**src/rtl/uart_rx_fifo_pkg.sv**
```systemverilog
// Shared definitions for the UART receive path: byte width and default rx FIFO sizing.
package uart_rx_fifo_pkg;

  localparam int unsigned BYTE_WIDTH      = 8;
  localparam int unsigned FIFO_DEPTH_LOG2 = 4;

  function automatic int unsigned fifo_depth(input int unsigned depth_log2);
    return 32'd1 << depth_log2;
  endfunction

endpackage

```
**src/rtl/uart_rx_fifo_rise_detect.sv**
```systemverilog
// Registered 1-bit rising-edge detector; RESET_VAL seeds the history so a level
// already high at reset release can be treated as "seen" (no edge).
module rise_detect #(
  parameter logic RESET_VAL = 1'b1
) (
  input  logic clk,
  input  logic rst,
  input  logic i_level,
  output logic o_rise
);

  logic r_prev;

  always_ff @(posedge clk or posedge rst) begin
    if (rst) begin
      r_prev <= RESET_VAL;
    end else begin
      r_prev <= i_level;
    end
  end

  assign o_rise = i_level & ~r_prev;

endmodule

```
**src/rtl/uart_rx_fifo.sv**
```systemverilog
// Receive-side FWFT FIFO behind the UART receiver: one entry per rxDone rise,
// tagged with rxErr, with a sticky overflow flag for dropped bytes.
module uart_rx_fifo
  import uart_rx_fifo_pkg::*;
#(
  parameter int unsigned DEPTH_LOG2 = FIFO_DEPTH_LOG2,
  parameter int unsigned DATA_WIDTH = BYTE_WIDTH
) (
  input  logic                  clk,
  input  logic                  reset,
  input  logic                  rxDone,
  input  logic                  rxErr,
  input  logic [DATA_WIDTH-1:0] rxByte,
  input  logic                  rdEn,
  input  logic                  clrOverflow,
  output logic [DATA_WIDTH-1:0] rdData,
  output logic                  rdErr,
  output logic                  empty,
  output logic                  full,
  output logic [DEPTH_LOG2:0]   count,
  output logic                  overflow
);

  localparam int unsigned DEPTH = fifo_depth(DEPTH_LOG2);
  localparam logic [DEPTH_LOG2:0]   COUNT_FULL = {1'b1, {DEPTH_LOG2{1'b0}}};
  localparam logic [DEPTH_LOG2:0]   COUNT_ONE  = {{DEPTH_LOG2{1'b0}}, 1'b1};
  localparam logic [DEPTH_LOG2-1:0] PTR_ONE    = {{(DEPTH_LOG2-1){1'b0}}, 1'b1};

  logic [DATA_WIDTH:0]   r_mem [0:DEPTH-1];
  logic [DEPTH_LOG2-1:0] r_wr_ptr;
  logic [DEPTH_LOG2-1:0] r_rd_ptr;
  logic [DEPTH_LOG2:0]   r_count;
  logic                  r_overflow;

  logic                  w_wr_req;
  logic                  w_rd_req;
  logic                  w_wr_ok;
  logic                  w_empty;
  logic                  w_full;
  logic [DATA_WIDTH:0]   w_head;

  rise_detect #(
    .RESET_VAL (1'b1)
  ) u_done_rise (
    .clk     (clk),
    .rst     (reset),
    .i_level (rxDone),
    .o_rise  (w_wr_req)
  );

  assign w_empty  = (r_count == '0);
  assign w_full   = (r_count == COUNT_FULL);
  assign w_rd_req = rdEn & ~w_empty;
  // A read in the same cycle frees the slot, so a full FIFO still accepts the write.
  assign w_wr_ok  = w_wr_req & (~w_full | w_rd_req);

  always_ff @(posedge clk) begin
    if (w_wr_ok) begin
      r_mem[r_wr_ptr] <= {rxErr, rxByte};
    end
  end

  always_ff @(posedge clk or posedge reset) begin
    if (reset) begin
      r_wr_ptr   <= '0;
      r_rd_ptr   <= '0;
      r_count    <= '0;
      r_overflow <= 1'b0;
    end else begin
      if (w_wr_ok) begin
        r_wr_ptr <= r_wr_ptr + PTR_ONE;
      end
      if (w_rd_req) begin
        r_rd_ptr <= r_rd_ptr + PTR_ONE;
      end
      case ({w_wr_ok, w_rd_req})
        2'b10:   r_count <= r_count + COUNT_ONE;
        2'b01:   r_count <= r_count - COUNT_ONE;
        default: r_count <= r_count;
      endcase
      // Set has priority over clear so a drop is never lost.
      if (w_wr_req & ~w_wr_ok) begin
        r_overflow <= 1'b1;
      end else if (clrOverflow) begin
        r_overflow <= 1'b0;
      end
    end
  end

  assign w_head   = r_mem[r_rd_ptr];
  assign rdData   = w_empty ? '0 : w_head[DATA_WIDTH-1:0];
  assign rdErr    = w_empty ? 1'b0 : w_head[DATA_WIDTH];
  assign empty    = w_empty;
  assign full     = w_full;
  assign count    = r_count;
  assign overflow = r_overflow;

endmodule

```
**config.mk**
```make
export PLATFORM = sky130hd
export DESIGN_NAME = uart_rx_fifo
export DESIGN_NICKNAME = d
export VERILOG_FILES = /design/src/rtl/uart_rx_fifo_pkg.sv /design/src/rtl/uart_rx_fifo_rise_detect.sv /design/src/rtl/uart_rx_fifo.sv
export SDC_FILE = /design/constraint.sdc
export NUM_CORES = 1
export LEC_CHECK = 0
export CAP_MARGIN = 20
export CORE_UTILIZATION = 45
export DETAILED_ROUTE_END_ITERATION = 7
export GPL_TIMING_DRIVEN = 0
export SLEW_MARGIN = 20
export SYNTH_ARGS = -nofsm -noshare
export SYNTH_HDL_FRONTEND = slang
export SYNTH_SLANG_ARGS = --single-unit
```
**constraint.sdc**
```tcl
create_clock -name clk -period 2.6 [get_ports clk]
set_clock_uncertainty 0.2 [all_clocks]
set_input_delay 0.26 -clock clk [delete_from_list [all_inputs] [get_ports clk]]
set_output_delay 0.26 -clock clk [all_outputs]
set_load 0.05 [all_outputs]
```
==> key figures, run 1 <==
Logic synthesis
  • Avg Cell Area, Syn: about 20 um^2
  • Count of state elements after synthesis: 159
  • Sequential-to-total area share from yosys stat: 71.88%
  • Top-area cell type share of the netlist area: 66.12%
  • Syn. warnings: 0
  • Post-synth ARST share: under 10%
  • Post-synthesis cell count: 333
  • Ys flop type: edfxtp_1
  • Syn nets: around 360
  • Dominant cell type by area after synthesis: edfxtp_1
  • Number of enable flip-flop cells after synthesis: 144
  • Synth cell count leaders: edfxtp_1, mux4_2, dfrtp_1
  • Most common cell in the netlist: edfxtp_1
  • Cell variety after synth: 41
  • Post-synthesis cell area: roughly 6500 um^2
  • Top post-synthesis cells by area: edfxtp_1, mux4_2, dfrtp_1

Floorplanning
  • Die H: 122.6 um
  • Placement row count: 43
  • I/O pins: 31
  • Die Area: ~15000 um^2
  • Placeable Area: 14040 um^2
  • Die Wd: 122.6 um
  • Initial core utilization: between 40 and 50%

Routing
  • Vias per cell: between 5 and 6
  • Number of remaining DRC errors: 0
  • ANT nets after route: 0
  • Routed vias: 3230
  • Number of DRC markers in iteration 0: 295
  • Drt pass-1 iters: 4
  • WL per Instance: about 22 um
  • Final WL: 13.21 mm

Global routing
  • Initial antenna violation count: 0
  • First-pass GRT wire length: about 20 mm
  • Number of global-route vias before repair: 3320
  • Largest net degree at the start of global routing: 17
  • Total grt overflow: 0
  • Total Routing Usage GR: 19.30%

Setup path
  • Crit-path slowest cell: dfrtp_2
  • FF-to-FF End: count[4]
  • CP max FO: 5
  • Slowest stage delay, CP: 0.50 ns
  • Startpoint Class: register
  • CP startpoint: r_rd_ptr[1]
  • Critical path class: register to primary output
  • Element type at the critical path end: primary output
  • CP Data Required Time: approximately 2.1 ns
  • Worst R2R Setup Slack: -0.04 ns
  • Reg2reg path depth: 9
  • Crit-path cells: clkbuf_16 > mux4_2 > mux2_2 > o21ai_1 > a21oi_1 > buf_4
  • Reg2reg start: count[2]
  • Worst Path Arrival: ~2.3 ns

Place
  • Placed cell areas: 7134 um^2
  • Port bufs: 30
  • Post-DP HPWL: 8.476 mm
  • Cells after DPL: 547
  • Setup Slack @ Placement: -0.5803 ns
  • Gp weighted congestion: 0.7659

Min path
  • Hold Crit Class: primary input to async pin

Power
  • P_leak: 2.733 nW
  • Maximum vdd drop: 0.0007502 V
  • Power Internal: approximately 6.3 mW
  • P_sw: 3.205 mW
  • Seq pwr share: between 30% and 40%
  • Combinational group share of total power: slightly above 40%
  • Net Sw Frac: 33.86%
  • Clock power frac: 25.2%
  • Power per cell area: 1188 nW/um^2
  • Total Power: between 9 and 10 mW

Flow run
  • Max cap viols: 0

STA
  • Final setup vio count: 10
  • Period utilization: 106.4%
  • Least-Margin Pin Slew: 0.6974 ns
  • RSZ-0062 raised after global routing: true
  • Fmax: approximately 0.36 GHz
  • Final number of max-transition violations: 0
  • Post-layout min period: 2.766 ns
  • Final Hold Vio Count: 0
  • Post-route setup slack: -0.1658 ns
  • Rel. slew slack: between 50% and 60%

Cells and area
  • Fill cell count: 1082
  • Non-Filler Instances: slightly below 600
  • Area added between synthesis and finish: 21.83%
  • Ratio of cells with drive above 1 in the final layout: a little over a third
  • Antenna cells: 0
  • Layout Utilization: 56.74%
  • Layout Nets: between 400 and 500
  • Layout Cell Area excl Fill: 7968 um^2

Run status
  • Outcome: complete, but fails checks
  • Failing checks: negative setup slack

Clock network
  • Worst-path clk slew: approximately 0.060 ns
  • CTS max path bufs: 2
  • Clk_lat worst skew: between 0.4 and 0.5 ns
  • # H-tree levels: 4
  • Num CTS Buffers: 17
  • Clock tree from TritonCTS: yes
  • # clock sinks: 159
  • Hold buffers post-CTS: 0
  • Clk root buf: clkbuf_16
-- critical path: cells and delay by family, from the launching register on --
kind / cells / cell delay (ns)
mux: 2 / 0.77
compound gates: 2 / 0.20
buf+inv: 2 / 0.41
flops: 1 / 0.50
-- kinds of logic after synthesis --
family	share of synthesized area, %
AO/OA/AOI/OAI	2.181
XOR/XNOR	1.205
adder cells (fa/ha/maj)	1.837
buffers and inverters	1.875
flip-flops	71.88
multiplexers	16.57
AND/OR/NAND/NOR	4.458
-- per-layer routing --
layer / vias up / routed length [um] / global-route usage (%) / part of all wire [%]
li1: 1470 / - / - / -
met1: 1679 / 5976 / 26.33 / 45
met2: 72 / 6508 / 29.95 / 49
met3: 9 / 604 / 4.322 / 4.6
met4: 0 / 120 / 8.079 / 0.91
met5: - / 0 / 0 / 0
-- state kept, by name, indices dropped and copies added (netlist names) --
register            cells
r_rd_ptr                4
overflow                1
r_mem                 144
u_done_rise.r_prev      1
count                   5
r_wr_ptr                4
-- metrics by stage --
stage                     hold slack (ns)   TNS, ns
after global routing              0.05059    -2.241
after global placement             0.3258    -30.03
after floorplan                  -0.03957  -0.06052
after CTS                         0.02869    -1.215
final                             0.01470    -1.328
after detailed placement           0.3453    -14.70
-- final cells by class --
type	instances	area (um^2)	area share, %
Timing Repair Buffer	45	449.2	5.638
Sequential cell	159	4708	59.09
Clock inverter	11	121.4	1.523
Inverter	8	32.53	0.4083
Buffer	16	135.1	1.696
Clock buffer	21	440.4	5.528
Tap cell	180	225.2	2.827
Multi-Input combinational cell	150	1856	23.29
-- how the worst max path moves through the flow --
stage,cells past startpoint,slack [ns],to
after floorplan,9,-0.06,count[4]
after global placement,4,-0.66,r_mem[6][0]
after detailed placement,6,-0.58,rdData[6]
after CTS,6,-0.18,rdData[6]
after global routing,6,-0.25,rdData[3]
final,6,-0.17,rdData[0]
-- placed cells by master (no fill, tap or decap), types with 2 or more instances in the layout --
| cell | netlist | routed |
|---|---|---|
| edfxtp_1 | 144 | 144 |
| mux4_2 | 28 | 35 |
| buf_4 | 0 | 22 |
| clkbuf_16 | 0 | 19 |
| clkdlybuf4s50_1 | 0 | 19 |
| mux2i_1 | 10 | 10 |
| buf_6 | 3 | 9 |
| nand2_1 | 8 | 8 |
| xnor2_1 | 8 | 8 |
| clkbuf_1 | 5 | 8 |
| clkinv_1 | 1 | 8 |
| dfrtp_1 | 14 | 8 |
| mux2_4 | 2 | 7 |
| a21oi_2 | 0 | 7 |
| inv_1 | 7 | 6 |
| and2_1 | 9 | 6 |
| ha_1 | 8 | 6 |
| dfrtp_2 | 0 | 6 |
| mux2_2 | 10 | 5 |
| o21ai_2 | 0 | 5 |
| o21ai_1 | 10 | 4 |
| a21oi_1 | 11 | 4 |
| and3_1 | 4 | 4 |
| nor3_2 | 0 | 4 |
| nand3_1 | 3 | 3 |
| nor2_1 | 4 | 3 |
| and2_2 | 0 | 3 |
| bufinv_16 | 0 | 3 |
| nand2b_1 | 3 | 2 |
| buf_12 | 0 | 2 |
| nor3_1 | 6 | 2 |
| nand4_1 | 2 | 2 |
| ha_4 | 0 | 2 |
| dlygate4sd2_1 | 0 | 2 |
-- what timing repair did --
| item | 4_1_cts | 5_1_grt |
|---|---|---|
| cloned | 0 | 2 |
| gates resized for setup | 74 | 42 |
| buffers inserted | 6 | 3 |
| pin swaps | 4 | 6 |
| endpoints found under the setup margin | 12 | 11 |
-- power by group through the flow --
stage | clock network (mW) | logic (mW) | registers, mW
final | 2.38 | 3.91 | 3.18
after CTS | 2.43 | 3.50 | 3.17
after global routing | 2.52 | 4.15 | 3.20
after global placement | 0 | 3.34 | 3.21
after floorplan | 0 | 2.28 | 3.33
after detailed placement | 0 | 3.39 | 3.22
Power figures use the tool's default switching activity.
==> run 2, diff against run 1 <==
--- a/config.mk
+++ b/config.mk
@@ -7,6 +7,7 @@
 export LEC_CHECK = 0
 export CAP_MARGIN = 20
 export CORE_UTILIZATION = 45
+export CTS_CLUSTER_SIZE = 16
 export DETAILED_ROUTE_END_ITERATION = 7
 export GPL_TIMING_DRIVEN = 0
 export SLEW_MARGIN = 20
==> results of run 2 <==
Same layout as run 1: the final DEF is identical, and so are final timing and power.
